<file path="src/rtl/iomem_bus_pkg.sv">
// rtl/iomem_bus_pkg.sv - shared types and constants for the iomem bus controller
package iomem_bus_pkg;

  typedef enum logic [1:0] {
    IDLE   = 2'd0,
    ACCESS = 2'd1,
    RESP   = 2'd2,
    ERR    = 2'd3
  } state_t;

  localparam logic [31:0] ERR_DATA  = 32'hDEAD_BEEF;
  localparam int          IDX_LSB   = 12;
  localparam int          IDX_W     = 4;
  localparam int          ERR_CNT_W = 16;

  function automatic logic [ERR_CNT_W-1:0] sat_inc(input logic [ERR_CNT_W-1:0] v);
    return (&v) ? v : v + 1'b1;
  endfunction

endpackage

</file>
<file path="src/rtl/iomem_timeout_ctr.sv">
// rtl/iomem_timeout_ctr.sv - slave wait counter, flags the LIMIT-th cycle without ready
module iomem_timeout_ctr #(
  parameter int LIMIT = 255
) (
  input  logic clk,
  input  logic rst,
  input  logic i_clear,
  input  logic i_enable,
  output logic o_expire
);

  logic [15:0] r_cnt;

  always_ff @(posedge clk or posedge rst) begin
    if (rst) begin
      r_cnt <= '0;
    end else if (i_clear) begin
      r_cnt <= '0;
    end else if (i_enable) begin
      r_cnt <= r_cnt + 16'd1;
    end
  end

  // r_cnt counts earlier ready-less cycles, so this fires on the LIMIT-th one
  assign o_expire = i_enable && (r_cnt == 16'(LIMIT - 1));

endmodule

</file>
<file path="src/rtl/iomem_bus_ctrl.sv">
// rtl/iomem_bus_ctrl.sv - PicoSoC iomem I/O-page decoder and slave sequencer
// Optional slave timeout: define IOMEM_TIMEOUT_EN.
module iomem_bus_ctrl
  import iomem_bus_pkg::*;
#(
  parameter int          NUM_SLAVES     = 4,
  parameter logic [7:0]  IO_PAGE        = 8'h03,
  parameter int          TIMEOUT_CYCLES = 255
) (
  input  logic                     clk,
  input  logic                     reset,
  input  logic                     iomem_valid,
  output logic                     iomem_ready,
  input  logic [3:0]               iomem_wstrb,
  input  logic [31:0]              iomem_addr,
  input  logic [31:0]              iomem_wdata,
  output logic [31:0]              iomem_rdata,
  output logic [NUM_SLAVES-1:0]    s_valid,
  input  logic [NUM_SLAVES-1:0]    s_ready,
  input  logic [32*NUM_SLAVES-1:0] s_rdata,
  output logic [31:0]              s_addr,
  output logic [31:0]              s_wdata,
  output logic [3:0]               s_wstrb,
  output logic [ERR_CNT_W-1:0]     err_count,
  output logic                     irq_err
);

  state_t                 r_state;
  logic [IDX_W-1:0]       r_idx;
  logic                   r_ready;
  logic [31:0]            r_rdata;
  logic [NUM_SLAVES-1:0]  r_s_valid;
  logic [31:0]            r_s_addr;
  logic [31:0]            r_s_wdata;
  logic [3:0]             r_s_wstrb;
  logic [ERR_CNT_W-1:0]   r_err_cnt;
  logic                   r_irq;

  logic [IDX_W-1:0]       w_idx;
  logic                   w_accept;
  logic                   w_decoded;
  logic [NUM_SLAVES-1:0]  w_onehot;
  logic                   w_sel_ready;
  logic [31:0]            w_sel_rdata;
  logic                   w_timeout;

  assign w_idx     = iomem_addr[IDX_LSB +: IDX_W];
  assign w_decoded = ({1'b0, w_idx} < 5'(NUM_SLAVES));
  // r_ready blocks re-acceptance while the requester still holds valid
  assign w_accept  = (r_state == IDLE) && iomem_valid && !r_ready &&
                     (iomem_addr[31:24] == IO_PAGE);

  always_comb begin
    w_onehot = '0;
    for (int i = 0; i < NUM_SLAVES; i++) begin
      if (w_idx == IDX_W'(i)) w_onehot[i] = 1'b1;
    end
  end

  always_comb begin
    w_sel_ready = 1'b0;
    w_sel_rdata = '0;
    for (int i = 0; i < NUM_SLAVES; i++) begin
      if (r_idx == IDX_W'(i)) begin
        w_sel_ready = s_ready[i];
        w_sel_rdata = s_rdata[32*i +: 32];
      end
    end
  end

`ifdef IOMEM_TIMEOUT_EN
  iomem_timeout_ctr #(
    .LIMIT    (TIMEOUT_CYCLES)
  ) u_timeout (
    .clk      (clk),
    .rst      (reset),
    .i_clear  (w_accept),
    .i_enable ((r_state == ACCESS) && !w_sel_ready),
    .o_expire (w_timeout)
  );
`else
  assign w_timeout = 1'b0;
`endif

  always_ff @(posedge clk or posedge reset) begin
    if (reset) begin
      r_state   <= IDLE;
      r_idx     <= '0;
      r_ready   <= 1'b0;
      r_rdata   <= '0;
      r_s_valid <= '0;
      r_s_addr  <= '0;
      r_s_wdata <= '0;
      r_s_wstrb <= '0;
      r_err_cnt <= '0;
      r_irq     <= 1'b0;
    end else begin
      r_ready <= 1'b0;
      r_irq   <= 1'b0;
      case (r_state)
        IDLE: begin
          if (w_accept) begin
            r_s_addr  <= iomem_addr;
            r_s_wdata <= iomem_wdata;
            r_s_wstrb <= iomem_wstrb;
            r_idx     <= w_idx;
            if (w_decoded) begin
              r_s_valid <= w_onehot;
              r_state   <= ACCESS;
            end else begin
              r_state   <= ERR;
            end
          end
        end
        ACCESS: begin
          // a ready arriving on the timeout cycle still completes normally
          if (w_sel_ready) begin
            r_rdata   <= w_sel_rdata;
            r_s_valid <= '0;
            r_state   <= RESP;
          end else if (w_timeout) begin
            r_s_valid <= '0;
            r_state   <= ERR;
          end
        end
        RESP: begin
          r_ready <= 1'b1;
          r_state <= IDLE;
        end
        ERR: begin
          r_ready   <= 1'b1;
          r_rdata   <= ERR_DATA;
          r_irq     <= 1'b1;
          r_err_cnt <= sat_inc(r_err_cnt);
          r_state   <= IDLE;
        end
        default: r_state <= IDLE;
      endcase
    end
  end

  assign iomem_ready = r_ready;
  assign iomem_rdata = r_rdata;
  assign s_valid     = r_s_valid;
  assign s_addr      = r_s_addr;
  assign s_wdata     = r_s_wdata;
  assign s_wstrb     = r_s_wstrb;
  assign err_count   = r_err_cnt;
  assign irq_err     = r_irq;

endmodule

</file>
<file path="config.mk">
export PLATFORM = sky130hd
export DESIGN_NAME = iomem_bus_ctrl
export DESIGN_NICKNAME = d
export VERILOG_FILES = /design/src/rtl/iomem_bus_pkg.sv /design/src/rtl/iomem_timeout_ctr.sv /design/src/rtl/iomem_bus_ctrl.sv
export SDC_FILE = /design/constraint.sdc
export NUM_CORES = 1
export LEC_CHECK = 0
export BUFFER_PORTS_ARGS = -buffer_cell sky130_fd_sc_hd__buf_2
export CORE_MARGIN = 3
export CORE_UTILIZATION = 40
export DETAILED_ROUTE_END_ITERATION = 10
export MAX_ROUTING_LAYER = met4
export PLACE_DENSITY = 0.83
export SETUP_SLACK_MARGIN = 0.02
export SYNTH_ARGS = -nofsm -noshare
export SYNTH_HDL_FRONTEND = slang
export SYNTH_SLANG_ARGS = --single-unit
</file>
<file path="constraint.sdc">
create_clock -name clk -period 4.05 [get_ports clk]
set_clock_uncertainty 0.05 [all_clocks]
set_input_delay 0.81 -clock clk [delete_from_list [all_inputs] [get_ports clk]]
set_output_delay 0.81 -clock clk [all_outputs]
set_load 0.005 [all_outputs]
</file>
==> reports/results.ini, run 1 <==
[floorplanning]
ios = 325
placement_rows = 43
core_area_um2 = 14100
die-height_um = 127
dieArea_um2 = 16100
die_w_um = 127
start_util_pct = 41.4

[placed_design]
dp_hpwl_mm = 13.4
io_buffers = 324
gp_congestion = 0.862

[setup_path]
path_cells = buf_2, nor4b_1, nand3_2, buf_4, nand2_1, nand2_1
slowest_delay_ns = 0.65
startpoint = iomem_addr[27]
cp-end-kind = register
crit_top_cell = nand2_1
required_ns = 4.29
startpoint_type = input port
crit_fanout = 31
crit_buf_inv = 2
cp_slowest_cell = nor4b_1
reg2reg_from = iomem_ready$_DFF_PP0_
cp.arrival_ns = 2.82
crit_type = input port to register
crit_family = simple AND/OR/NAND/NOR gates

[sta]
worst_slew_pin_slew_ns = 0.988
rsz0062_at_grt = no
finalHoldViolations = 0
final_max_slew_viol_count = 0
finalCriticalPeriod_ns = 2.58
relSlewSlack_pct = 33.9
fmax_ghz = 0.387
min_period_over_period_pct = 63.8
setup_violations = 0
fin_setup_tns_ns = 0

[worst_hold_path]
min_path_type = register to register
min_from = s_addr[25]$_DFFE_PP0P_

[logic_synthesis]
yosys_warnings = 0
yosys.area_share.simple_pct = 20.0
synth_top_family_by_area = simple AND/OR/NAND/NOR gates
synth_area_um2 = 5840
synth_nets = 741
syn_inst = 537
synth_compound_area_share_pct = 6.82
synth-xor-area-share_pct = 1.65
yosysUniqueCellTypes = 42
synth_area_leader_cell = dfrtp_1
synthTopCellsByCount = nand2_1, dfrtp_1, mux4_2
synth_area_leaders = dfrtp_1, nand2_1, mux4_2
synth_adder_area_share_pct = 0.214
synth_edf_count = 0
synth_top_cell_area_share_pct = 53.2
synth_seq_cells = 124
synthArstFlopShare_pct = 100
synthMuxAreaShare_pct = 14.5
yosysSeqAreaShare_pct = 53.2
synth_most_common_cell = nand2_1
synth_top_flop_cell = dfrtp_1
avgSynthCellArea_um2 = 10.9

[finish]
nets = 1061
syn2layout_area_growth_pct = 40.4
drive_above_1_share_pct = 47.9
num_antenna_cells = 0
nFillCells = 1208
fin_util_pct = 58.1

[cts]
htreeDepth = 4
cts-root-buf = clkbuf_16
postCtsSetupRepairBufs = 0
hold_buffers = 0
clk_pin_slew_worst_paths_ns = 0.06
cts.sinks = 124
cts_buffers = 17
cts_resized = 0
clkLatencyLatePin_ns = 0.40
clk_path_buf_depth = 2
cts_tree = built

[run]
maxCapViolCount = 0

[route]
finalWirelength_mm = 17.6
ant_nets = 0
vias = 5280
drc_errors = 0
dr.pass1.iters = 5
drt-initial-drc-count = 379
via_per_inst = 5.03
wl_per_cell_um = 16.8

[outcome]
status = finished clean

[global_route]
grt_pass1_vias = 5318
grt_pass1_wl_mm = 27.6
grt_remaining_overflow = 0
antenna_found_initial = 0
grt_max_degree = 125
grt_util_all_layers_pct = 22.5

[pwr]
power_density_nw_per_um2 = 391
ir_drop_uv = 386
p_leak_nw = 4.68

==> cells in the final DEF, fill, tap and decap left out, types with 3 or more instances in the layout <==
cell / instances
xor2_1: 8
nand4_1: 6
nand2_1: 217
o21ai_0: 7
mux2_2: 5
dfrtp_1: 123
clkinvlp_4: 5
mux4_2: 32
inv_1: 7
and3_1: 7
mux2_4: 4
nand3_1: 5
inv_6: 3
buf_4: 9
clkbuf_16: 17
buf_2: 324
nor3_1: 6
a2bb2oi_1: 25
nor2_1: 8
xnor2_1: 3
and2_1: 7
o2bb2ai_1: 3
==> final timing paths <==
check / to / cells after the start / slack, ns
max: s_addr[0]$_DFFE_PP0P_ / 6 / 1.47
min: s_addr[25]$_DFFE_PP0P_ / 1 / 0.41
max reg2reg: s_addr[0]$_DFFE_PP0P_ / 5 / 1.52
min reg2reg: s_addr[25]$_DFFE_PP0P_ / 1 / 0.41
max in group asynchronous: r_idx[0]$_DFFE_PP0P_ / 3 / 2.87
min in group asynchronous: err_count[13]$_DFFE_PP0P_ / 3 / 0.55
==> cell families after synthesis <==
logic type,count (synthesis)
mux,42
fa+ha+maj,1
buf+inv,41
compound gates,46
simple gates,272
flops,124
xor+xnor,11
==> worst register-to-register path, cell delays in order (launching register included) <==
cell	delay [ns]
dfrtp_1	0.41
nor4b_1	0.69
nand3_2	0.64
buf_4	0.45
nand2_1	0.11
nand2_1	0.06
==> flip-flops by register name, summed over array words and instances (netlist names) <==
name,cells
iomem_ready,1
r_state,2
r_idx,3
iomem_rdata,32
irq_err,1
s_wstrb,4
s_valid,4
s_wdata,32
err_count,16
s_addr,29
==> through the flow <==
| step | hold WS, ns | total power (W) | instance area, um^2 | std cells | setup WS, ns |
|---|---|---|---|---|---|
| 2_1_floorplan | 0.409 | 0.00153 | 5840 | 537 | 1.66 |
| 3_3_place_gp | 0.395 | 0.00172 | 7610 | 1018 | 1.11 |
| 3_5_place_dp | 0.400 | 0.00174 | 7610 | 1018 | 1.03 |
| 4_1_cts | 0.415 | 0.00323 | 8190 | 1050 | 1.46 |
| 5_1_grt | 0.434 | 0.00333 | 8190 | 1050 | 1.30 |
| 6_report | 0.410 | 0.00320 | 8190 | 1050 | 1.47 |
==> area by class of cell <==
class                      count  area, um^2  share of cell area, %
clock buffer                  20         447                   5.45
clock inverter                12         139                   1.70
inverter                       8        33.8                  0.412
multi-input combinational    372        2530                   30.9
sequential                   124        3100                   37.9
tap                          180         225                   2.75
timing repair buffer         334        1710                   20.9
==> metal layers <==
layer  part of all wire, %  track usage, %  vias to the layer above
met1                    41            28.4                     2562
met3                   6.5            5.01                       23
met2                    51            36.8                      214
met5                     0               -                        -
met4                   1.7            6.31                        0
li1                      -               -                     2481
==> power by group <==
group | switching (W) | total, W | leakage [nW] | internal, W
sequential | 0.0000354 | 0.00134 | 1.68 | 0.00130
combinational | 0.000169 | 0.000377 | 2.73 | 0.000208
clock | 0.000563 | 0.00149 | 0.274 | 0.000928
total | 0.000767 | 0.00320 | 4.68 | 0.00244
No activity file was read; power rests on OpenSTA's default activity.
==> run 2: changes to the inputs <==
CORE_AREA = 3 3 125 127   (was default)
CORE_MARGIN = default   (was 3)
CORE_UTILIZATION = default   (was 40)
DIE_AREA = 0 0 128 130   (was default)
PLACE_DENSITY = 0.8   (was 0.83)
clock period = 2.6 ns   (was 4.05 ns; I/O delays follow)
==> run 2 against run 1 <==
Die area rose by 3.5%. Clock power rose by 79%. Clock-buffer cell count rose by 1. Sequential power rose by 55%. Hold slack got worse by 0.16 ns. Critical path type is now register to output port. Highest routed layer unchanged.
==> reports/results.ini, run 2 (synthesis results as in run 1) <==
[setup_path]
crit_type = register to output port
cp-end-kind = output port
crit_fanout = 34
required_ns = 2.03
reg2reg_to = iomem_rdata[20]$_DFFE_PP0P_
cp-endpoint = s_addr[13]
startpoint_type = register
reg2reg_from = r_idx[0]$_DFFE_PP0P_
timing.reg2reg.worst_path_depth = 4
rrSetupSlack_ns = 0.55
cp.arrival_ns = 1.53
startpoint = r_idx[1]$_DFFE_PP0P_

[floorplanning]
die-height_um = 130
ios = 325
start_util_pct = 40.2
placement_rows = 44
die_w_um = 128
dieArea_um2 = 16600
core_area_um2 = 14500

[cts]
cts_tree = built
cts.sinks = 124
hold_buffers = 1
clk_path_buf_depth = 2
postCtsSetupRepairBufs = 0
cts_buffers = 17
htreeDepth = 4
clk_pin_slew_worst_paths_ns = 0.06
cts-root-buf = clkbuf_16
clkLatencyLatePin_ns = 0.41
cts_resized = 0

[finish]
layout_common_cells = buf_2, nand2_1, dfrtp_1, mux4_2, a2bb2oi_1
multiInputGateArea_um2 = 2530
nFillCells = 1267
drive_above_1_share_pct = 47.8
fin_area_um2 = 8330
seq_area_um2 = 3100
fin_util_pct = 57.3
final_common_cell = buf_2
syn2layout_area_growth_pct = 42.7
nets = 1062

[pwr]
p_leak_nw = 4.75
p_seq_share_pct = 39.0
ir_drop_uv = 489
power_density_nw_per_um2 = 640
switching_power_w = 0.00116
combPwrFrac_pct = 11.2
p_sw_share_pct = 21.7
pwr-share-clk_pct = 49.8
internal-power_w = 0.00418

[sta]
worst_slew_pin_slew_ns = 0.594
holdWs_ns = 0.248
relSlewSlack_pct = 60.4
finalCriticalPeriod_ns = 2.10
min_period_over_period_pct = 80.8
final_max_slew_viol_count = 0
fmax_ghz = 0.476
finalHoldViolations = 0
rsz0062_at_grt = no
setup_violations = 0
fin_setup_tns_ns = 0

[global_route]
grt_pass1_vias = 5252
grt_pass1_wl_mm = 27.6
grt_util_all_layers_pct = 22.1
grt_remaining_overflow = 0
grt_max_degree = 76
antenna_found_initial = 2

[route]
wl_per_cell_um = 17.1
dr.pass1.iters = 4
drc_errors = 0
ant_nets = 0
finalWirelength_mm = 18.1
via_per_inst = 5.09
drt-initial-drc-count = 305
vias = 5377

[outcome]
status = finished clean

[placed_design]
io_buffers = 324
placed_cell_area_um2 = 7650
dp_hpwl_mm = 13.8
gp_congestion = 0.965

[run]
maxCapViolCount = 0

[worst_hold_path]
min_path_type = input port to register

==> run 2: cell count changes in the layout (fill, tap and decap cells not counted) <==
cell           delta
inv_6             -3
dlygate4sd3_1     +1
buf_4             -3
clkinv_2          +1
clkbuf_1          +1
bufinv_16         +4
diode_2           +2
clkinvlp_4        -3
buf_12            +3
==> run 2: power groups by stage <==
| stage | clock (W) | combinational, W | sequential (W) |
|---|---|---|---|
| 2_1_floorplan | 0 | 0.000270 | 0.00212 |
| 3_3_place_gp | 0 | 0.000587 | 0.00211 |
| 3_5_place_dp | 0 | 0.000602 | 0.00211 |
| 4_1_cts | 0.00270 | 0.000603 | 0.00208 |
| 5_1_grt | 0.00281 | 0.000654 | 0.00209 |
| 6_report | 0.00266 | 0.000595 | 0.00208 |
==> run 2: worst max-delay path: stages, from the launching register on <==
cell and delay [ns]:
dfrtp_1 0.46, buf_4 0.44, buf_2 0.20
==> run 2: worst min path at each step <==
stage / slack, ns / cells after the start / endpoint / start
2_1_floorplan: 0.41 / 1 / s_addr[24]$_DFFE_PP0P_ / s_addr[24]$_DFFE_PP0P_
3_3_place_gp: 0.38 / 2 / s_addr[21]$_DFFE_PP0P_ / reset
3_5_place_dp: 0.39 / 2 / s_addr[21]$_DFFE_PP0P_ / reset
4_1_cts: 0.23 / 3 / s_addr[17]$_DFFE_PP0P_ / iomem_addr[17]
5_1_grt: 0.23 / 3 / s_addr[4]$_DFFE_PP0P_ / iomem_addr[4]
6_report: 0.25 / 3 / s_addr[17]$_DFFE_PP0P_ / iomem_addr[17]
==> run 2: layer usage <==
metal / track usage [%] / vias to the layer above / wire length (um)
li1: - / 2488 / -
met5: - / - / 0
met1: 29.3 / 2606 / 7620
met3: 6.67 / 25 / 1560
met2: 33.6 / 258 / 8680
met4: 5.74 / 0 / 258
==> run 2: area by class of cell <==
| type | count | share of cell area [%] |
|---|---|---|
| timing repair buffer | 335 | 21.1 |
| clock buffer | 21 | 5.41 |
| clock inverter | 11 | 2.58 |
| antenna | 2 | 0.0601 |
| multi-input combinational | 372 | 30.4 |
| inverter | 8 | 0.406 |
| sequential | 124 | 37.3 |
| tap | 184 | 2.76 |
==> run 2: through the flow <==
step	power, W	cells	setup WS, ns
after global routing	0.00556	1057	0.376
final	0.00533	1057	0.500
after global placement	0.00270	1022	0.517
after detailed placement	0.00271	1022	0.483
after floorplan	0.00238	537	0.505
after CTS	0.00539	1055	0.461
